===== src/rtl/gate_model_bist_ctrl.sv =====
// BIST sequencer: LFSR stimulus into a 14-in/10-out gate model, MISR compaction, golden compare.
// Optional abort input when GM_BIST_ABORT_EN is defined; busy/done are registered state decodes.
module gate_model_bist_ctrl #(
  parameter int          PATTERN_COUNT = 256,
  parameter int          SETTLE_CYCLES = 2,
  parameter logic [13:0] SEED          = 14'h0001
) (
  input  logic        clk,
  input  logic        reset,
  input  logic        start,
`ifdef GM_BIST_ABORT_EN
  input  logic        abort,
`endif
  input  logic [15:0] expected_sig,
  input  logic [9:0]  dut_out,
  output logic [13:0] dut_in,
  output logic        busy,
  output logic        done,
  output logic        pass,
  output logic [15:0] signature
);

  typedef enum logic [2:0] {IDLE, APPLY, SETTLE, CAPTURE, DONE} state_t;

  localparam logic [15:0] LAST_VEC  = 16'(PATTERN_COUNT - 1);
  localparam logic [7:0]  LAST_WAIT = 8'(SETTLE_CYCLES - 1);

  state_t      state, next_state;
  logic [13:0] lfsr;
  logic [15:0] misr;
  logic [15:0] cnt;
  logic [7:0]  wait_cnt;
  logic        aborted;
  logic        in_run;
  logic        abort_req;
  logic        load, apply, capture, finish;

  assign in_run = (state == APPLY) || (state == SETTLE) || (state == CAPTURE);

`ifdef GM_BIST_ABORT_EN
  assign abort_req = abort && in_run;
`else
  assign abort_req = 1'b0;
`endif

  assign signature = misr;

  always_ff @(posedge clk) begin
    if (reset) state <= IDLE;
    else       state <= next_state;
  end

  always_comb begin
    next_state = state;
    load       = 1'b0;
    apply      = 1'b0;
    capture    = 1'b0;
    finish     = 1'b0;
    case (state)
      IDLE: begin
        if (start) begin
          next_state = APPLY;
          load       = 1'b1;
        end
      end
      APPLY: begin
        apply      = 1'b1;
        next_state = (SETTLE_CYCLES == 0) ? CAPTURE : SETTLE;
      end
      SETTLE: begin
        if (wait_cnt == LAST_WAIT) next_state = CAPTURE;
      end
      CAPTURE: begin
        capture    = 1'b1;
        next_state = (cnt == LAST_VEC) ? DONE : APPLY;
      end
      DONE: begin
        finish     = 1'b1;
        next_state = IDLE;
      end
      default: next_state = IDLE;
    endcase
    // An abort freezes lfsr/misr/cnt so the signature keeps its partial value.
    if (abort_req) begin
      next_state = DONE;
      apply      = 1'b0;
      capture    = 1'b0;
    end
  end

  always_ff @(posedge clk) begin
    if (reset) begin
      lfsr     <= SEED;
      misr     <= 16'h0000;
      cnt      <= 16'h0000;
      wait_cnt <= 8'h00;
      dut_in   <= 14'h0000;
      busy     <= 1'b0;
      done     <= 1'b0;
      pass     <= 1'b0;
      aborted  <= 1'b0;
    end else begin
      busy <= in_run;
      done <= finish;
      if (load) begin
        lfsr    <= SEED;
        misr    <= 16'h0000;
        cnt     <= 16'h0000;
        pass    <= 1'b0;
        aborted <= 1'b0;
      end
      if (apply) begin
        dut_in   <= lfsr;
        wait_cnt <= 8'h00;
      end
      if (state == SETTLE) wait_cnt <= wait_cnt + 8'h01;
      if (capture) begin
        misr <= {misr[14:0], misr[15] ^ misr[14] ^ misr[12] ^ misr[3]} ^ {6'b0, dut_out};
        lfsr <= {lfsr[12:0], lfsr[13] ^ lfsr[4] ^ lfsr[2] ^ lfsr[0]};
        cnt  <= cnt + 16'h0001;
      end
      if (abort_req) aborted <= 1'b1;
      if (finish) pass <= !aborted && (misr == expected_sig);
    end
  end

endmodule


===== config.mk =====
export PLATFORM = sky130hd
export DESIGN_NAME = gate_model_bist_ctrl
export DESIGN_NICKNAME = d
export VERILOG_FILES = /design/src/rtl/gate_model_bist_ctrl.sv
export SDC_FILE = /design/constraint.sdc
export NUM_CORES = 1
export LEC_CHECK = 0
export BUFFER_PORTS_ARGS = -buffer_cell sky130_fd_sc_hd__buf_2
export CAP_MARGIN = 10
export CORE_MARGIN = 2
export CORE_UTILIZATION = 51
export CTS_BUF_LIST = sky130_fd_sc_hd__clkbuf_8
export DETAILED_ROUTE_END_ITERATION = 8
export GPL_ROUTABILITY_DRIVEN = 0
export PLACE_DENSITY_LB_ADDON = 0.15
export SLEW_MARGIN = 20
export SYNTH_ARGS = -nofsm -noshare
export SYNTH_HDL_FRONTEND = slang
export SYNTH_SLANG_ARGS = --single-unit

===== constraint.sdc =====
create_clock -name clk -period 4.7 [get_ports clk]
set_input_delay 0.94 -clock clk [delete_from_list [all_inputs] [get_ports clk]]
set_output_delay 0.94 -clock clk [all_outputs]
set_load 0.03 [all_outputs]

==> flow_summary.json, run 1 <==
{
  "outcome": "finished, final reports clean",
  "endpoint_kind": "register",
  "fin_nets": 461,
  "dp_hpwl_um": 4600,
  "drtAntennaViolNets": 0,
  "core_region_area_um2": 6310,
  "grt_max_degree": 73,
  "cts_max_level": 3,
  "synth-main-ff-cell": "dfxtp_1",
  "routed_wl_um": 7130,
  "first_iter_violations": 122,
  "p_per_area_nw_per_um2": 315,
  "hold_class": "reg -> reg",
  "final_common_cell": "dfxtp_1",
  "vias": 2835,
  "antenna_found_initial": 0,
  "wl_per_cell_um": 13.9,
  "design_power_total_mw": 1.19,
  "instances_no_fill": 511,
  "arrival_ps": 2550,
  "cts_buffers": 9,
  "syn_area_um2": 3300,
  "fp.dieW_um": 84.4,
  "tritoncts": "done",
  "grt_overflow": 0,
  "multi_input_area_um2": 1670,
  "routed_via_density": 5.55,
  "yosys_warnings": 0,
  "hold_ws_ps": 452,
  "clock_path_buffers": 2,
  "diodes": 0,
  "cts_root_buf": "clkbuf_8",
  "final.setup.tns_ps": 0,
  "cts_resized": 0,
  "postSynthCellCount": 382,
  "synth_seq_cells": 74,
  "dpl-instance-area_um2": 3590,
  "final_cell_area_um2": 3760,
  "layout_min_cycle_time_ps": 2360,
  "layout_setup_ws_ps": 2340,
  "p_leak_nw": 1.48,
  "clk_latency_ps": 340,
  "hold_viol": 0,
  "synth_nets": 414,
  "maxSlewViolCount": 0,
  "skew_ps": 10.2,
  "grt_pass1_wl_um": 11900,
  "die_area_um2": 7120,
  "ys_async_sr_fraction": 0,
  "clk_pin_slew_ps": 80,
  "dp_cells": 495,
  "utilization": 0.596,
  "maxSlewHeadroom": 0.496,
  "path_class": "in -> reg",
  "start_util": 0.522,
  "cap_violations": 0,
  "layout-drive-gt1-share": 0.203,
  "synth_edf_count": 0,
  "area_growth_pct": 14.1,
  "fillers": 573,
  "die_h_um": 84.4,
  "firstDrtPassIters": 4,
  "drc": 0,
  "grt_usage": 0.204,
  "fin_crit_sh": 0.501,
  "avgSynthCellArea_um2": 8.63,
  "layout_common_cells": "74 x dfxtp_1, 61 x buf_2, 50 x nand2_1",
  "portBuffers": 61,
  "setup_viol": 0,
  "irDropWorstVdd_v": 0.000309,
  "clock.fmax_mhz": 425,
  "grt_pass1_vias": 2561,
  "cts_hold_buf": 0,
  "ys_types": 43,
  "grt_setup_unrepaired": "no",
  "io_pins": 62,
  "worstMarginPinSlew_ps": 756,
  "synth_seq_area_share": 0.449,
  "critPathMaxFanout": 33,
  "rows": 29,
  "postCtsSetupBuffers": 0,
  "post-place-ws_ps": 1760,
  "seqCellArea_um2": 1480,
  "cts_sinks": 74,
  "reg2reg_slack_ps": 2510,
  "cp_data_required_time_ps": 4890,
  "cp-start-kind": "primary input"
}
-- per-layer routing --
layer,global-route usage,routed length (µm)
met5,0,0
met4,0.0505,59
met3,0.0669,347
met2,0.338,3300
met1,0.258,3420
-- final timing paths --
path / startpoint / cells after the start / end
worst max register to register: state[2]$_SDFFE_PP0P_ / 4 / cnt[11]$_SDFFE_PP0P_
worst min-delay path: dut_in[6]$_SDFFE_PP0P_ / 2 / dut_in[6]$_SDFFE_PP0P_
worst min register to register: dut_in[6]$_SDFFE_PP0P_ / 2 / dut_in[6]$_SDFFE_PP0P_
worst max-delay path: start / 5 / cnt[11]$_SDFFE_PP0P_
-- flip-flops by register name, summed over array words and instances (netlist names) --
signal	count
lfsr	14
done	1
busy	1
signature	16
wait_cnt	8
dut_in	14
pass	1
state	3
cnt	16
-- cell usage after synthesis, types with 4 or more instances --
| cell type | n | area [µm²] |
|---|---|---|
| clkbuf_1 | 15 | 56.3 |
| dfxtp_1 | 74 | 1480 |
| nor2_1 | 43 | 161 |
| nand2_1 | 50 | 188 |
| inv_1 | 4 | 15.0 |
| xnor2_1 | 4 | 35.0 |
| buf_2 | 10 | 50.1 |
| o21ai_0 | 8 | 40.0 |
| a21oi_1 | 33 | 165 |
| xor2_1 | 25 | 219 |
| mux2_2 | 4 | 45.0 |
| nor3_1 | 7 | 35.0 |
| nand4_1 | 6 | 37.5 |
| nor4_1 | 6 | 37.5 |
| nand3_1 | 13 | 65.1 |
| a22oi_1 | 25 | 188 |
-- power breakdown --
part / leakage [nW] / internal [mW] / switching (mW) / total (mW)
logic: 0.802 / 0.0374 / 0.0771 / 0.114
clock network: 0.0845 / 0.190 / 0.237 / 0.427
registers: 0.597 / 0.634 / 0.0105 / 0.644
total: 1.48 / 0.862 / 0.325 / 1.19
-- cell families (layout without fill, tap and decap cells) --
family	after synthesis	after routing	synth area share
AO/OA/AOI/OAI	87	87	0.171
XOR/XNOR	31	31	0.0907
adder cells (fa/ha/maj)	3	3	0.0114
buffers and inverters	32	84	0.0448
flip-flops	74	74	0.449
multiplexers	4	4	0.0137
AND/OR/NAND/NOR	151	151	0.219
-- area by class of cell --
| cell class | count | share of cell area |
|---|---|---|
| multi-input combinational | 276 | 0.444 |
| inverter | 4 | 0.00399 |
| timing repair buffer | 64 | 0.0872 |
| clock inverter | 7 | 0.0126 |
| clock buffer | 9 | 0.0329 |
| tap | 77 | 0.0256 |
| sequential | 74 | 0.394 |
-- critical path, cell delays in order --
cell	delay, ps
buf_2	90
or4b_1	660
and2_2	510
o21ai_0	260
a21oi_1	80
(Power assumes the default switching activity.)
==> inputs of run 2 (changes only) <==
- clock period: 4.7 -> 2 ns (I/O delays scaled with it)
==> flow_summary.json, run 2 (same netlist as run 1, synthesis figures left out) <==
{
  "outcome": "finished, final reports clean",
  "grt_usage": 0.206,
  "area_growth_pct": 17.1,
  "clk_pin_slew_ps": 80,
  "final.setup.tns_ps": 0,
  "start_util": 0.522,
  "r2r_end": "cnt[15]$_SDFFE_PP0P_",
  "portBuffers": 61,
  "routed_wl_um": 7240,
  "postCtsSetupBuffers": 0,
  "hold_ws_ps": 413,
  "drtAntennaViolNets": 0,
  "rows": 29,
  "final_common_cell": "dfxtp_1",
  "hp-start": "reset",
  "cts_buffers": 9,
  "first_iter_violations": 118,
  "r2r_start": "state[0]$_SDFFE_PP0P_",
  "cp_data_required_time_ps": 2230,
  "dp_hpwl_um": 4990,
  "grt_overflow": 0,
  "cts_max_level": 3,
  "tritoncts": "done",
  "vias": 2896,
  "diodes": 0,
  "fin_crit_sh": 0.898,
  "cts_resized": 0,
  "core_region_area_um2": 6310,
  "min_delay_worst_endpoint": "cnt[6]$_SDFFE_PP0P_",
  "drc": 0,
  "maxSlewViolCount": 0,
  "fillers": 585,
  "grt_pass1_wl_um": 12000,
  "arrival_ps": 2030,
  "cts_root_buf": "clkbuf_8",
  "clock.fmax_mhz": 557,
  "hold_class": "in -> reg",
  "endpoint_kind": "register",
  "grt_max_degree": 37,
  "reg2reg_slack_ps": 200,
  "irDropWorstVdd_v": 0.000606,
  "cts_sinks": 74,
  "cts_hold_buf": 0,
  "hold_viol": 0,
  "die_area_um2": 7120,
  "reg2regPathDepth": 4,
  "min_path_cells": 2,
  "grt_setup_unrepaired": "no",
  "clock_path_buffers": 2,
  "antenna_found_initial": 0,
  "worstMarginPinSlew_ps": 373,
  "skew_ps": 6.14,
  "firstDrtPassIters": 6,
  "p_per_area_nw_per_um2": 771,
  "cp-start-kind": "register",
  "clk_latency_ps": 340,
  "cap_violations": 0,
  "maxSlewHeadroom": 0.751,
  "fin_nets": 469,
  "die_h_um": 84.4,
  "layout-drive-gt1-share": 0.219,
  "grt_pass1_vias": 2620,
  "fp.dieW_um": 84.4,
  "path_class": "reg -> reg",
  "layout_min_cycle_time_ps": 1800,
  "wl_per_cell_um": 14.0,
  "io_pins": 62,
  "routed_via_density": 5.58,
  "critPathMaxFanout": 11,
  "setup_viol": 0,
  "p_leak_nw": 1.54,
  "layout_common_cells": "74 x dfxtp_1, 61 x buf_2, 50 x nand2_1"
}
run 2: metal layers:
layer | wire length, µm | GRT usage | vias to the layer above
met2 | 3530 | 0.345 | 67
li1 | - | - | 1465
met5 | 0 | 0 | -
met1 | 3280 | 0.265 | 1355
met3 | 361 | 0.0492 | 9
met4 | 73 | 0.0592 | 0
run 2: metrics by stage:
stage | total power [mW] | utilization | cells | worst slack, ps | cell area, µm²
floorplan | 1.75 | - | 382 | 357 | 3300
global placement | 1.84 | 0.580 | 503 | 304 | 3660
detailed placement | 1.85 | 0.580 | 503 | 221 | 3660
CTS | 3.01 | 0.612 | 519 | 206 | 3860
global route | 3.11 | 0.612 | 519 | 69.5 | 3860
finish | 2.98 | 0.612 | 519 | 203 | 3860
run 2: worst max path at each step:
stage / startpoint / to / slack (ps) / depth (start not counted)
2_1_floorplan: start / signature[1]$_SDFFE_PP0P_ / 360 / 6
3_3_place_gp: state[0]$_SDFFE_PP0P_ / cnt[15]$_SDFFE_PP0P_ / 300 / 4
3_5_place_dp: state[0]$_SDFFE_PP0P_ / cnt[15]$_SDFFE_PP0P_ / 220 / 4
4_1_cts: state[0]$_SDFFE_PP0P_ / cnt[15]$_SDFFE_PP0P_ / 210 / 4
5_1_grt: state[0]$_SDFFE_PP0P_ / cnt[10]$_SDFFE_PP0P_ / 70 / 4
6_report: state[0]$_SDFFE_PP0P_ / cnt[15]$_SDFFE_PP0P_ / 200 / 4
run 2: critical path, stage by stage (launching register included):
cell and delay [ps]:
dfxtp_1 510, and3b_1 390, nand3_1 190, nor3_1 240, mux2_2 350
run 2: cell type report:
cell class / count / area, µm² / share of cell area
clock inverters: 7 / 76.3 / 0.0198
flip-flops and latches: 74 / 1480 / 0.384
repair buffers: 72 / 400 / 0.104
clock buffers: 9 / 124 / 0.0321
multi-input cells: 276 / 1670 / 0.432
well taps: 77 / 96.3 / 0.0250
inverters: 4 / 15.0 / 0.00389
run 2: power by group:
group	internal (mW)	total, mW	switching [mW]	leakage (nW)
clock network	0.585	1.17	0.581	0.0962
logic	0.109	0.299	0.190	0.846
registers	1.49	1.51	0.0217	0.597
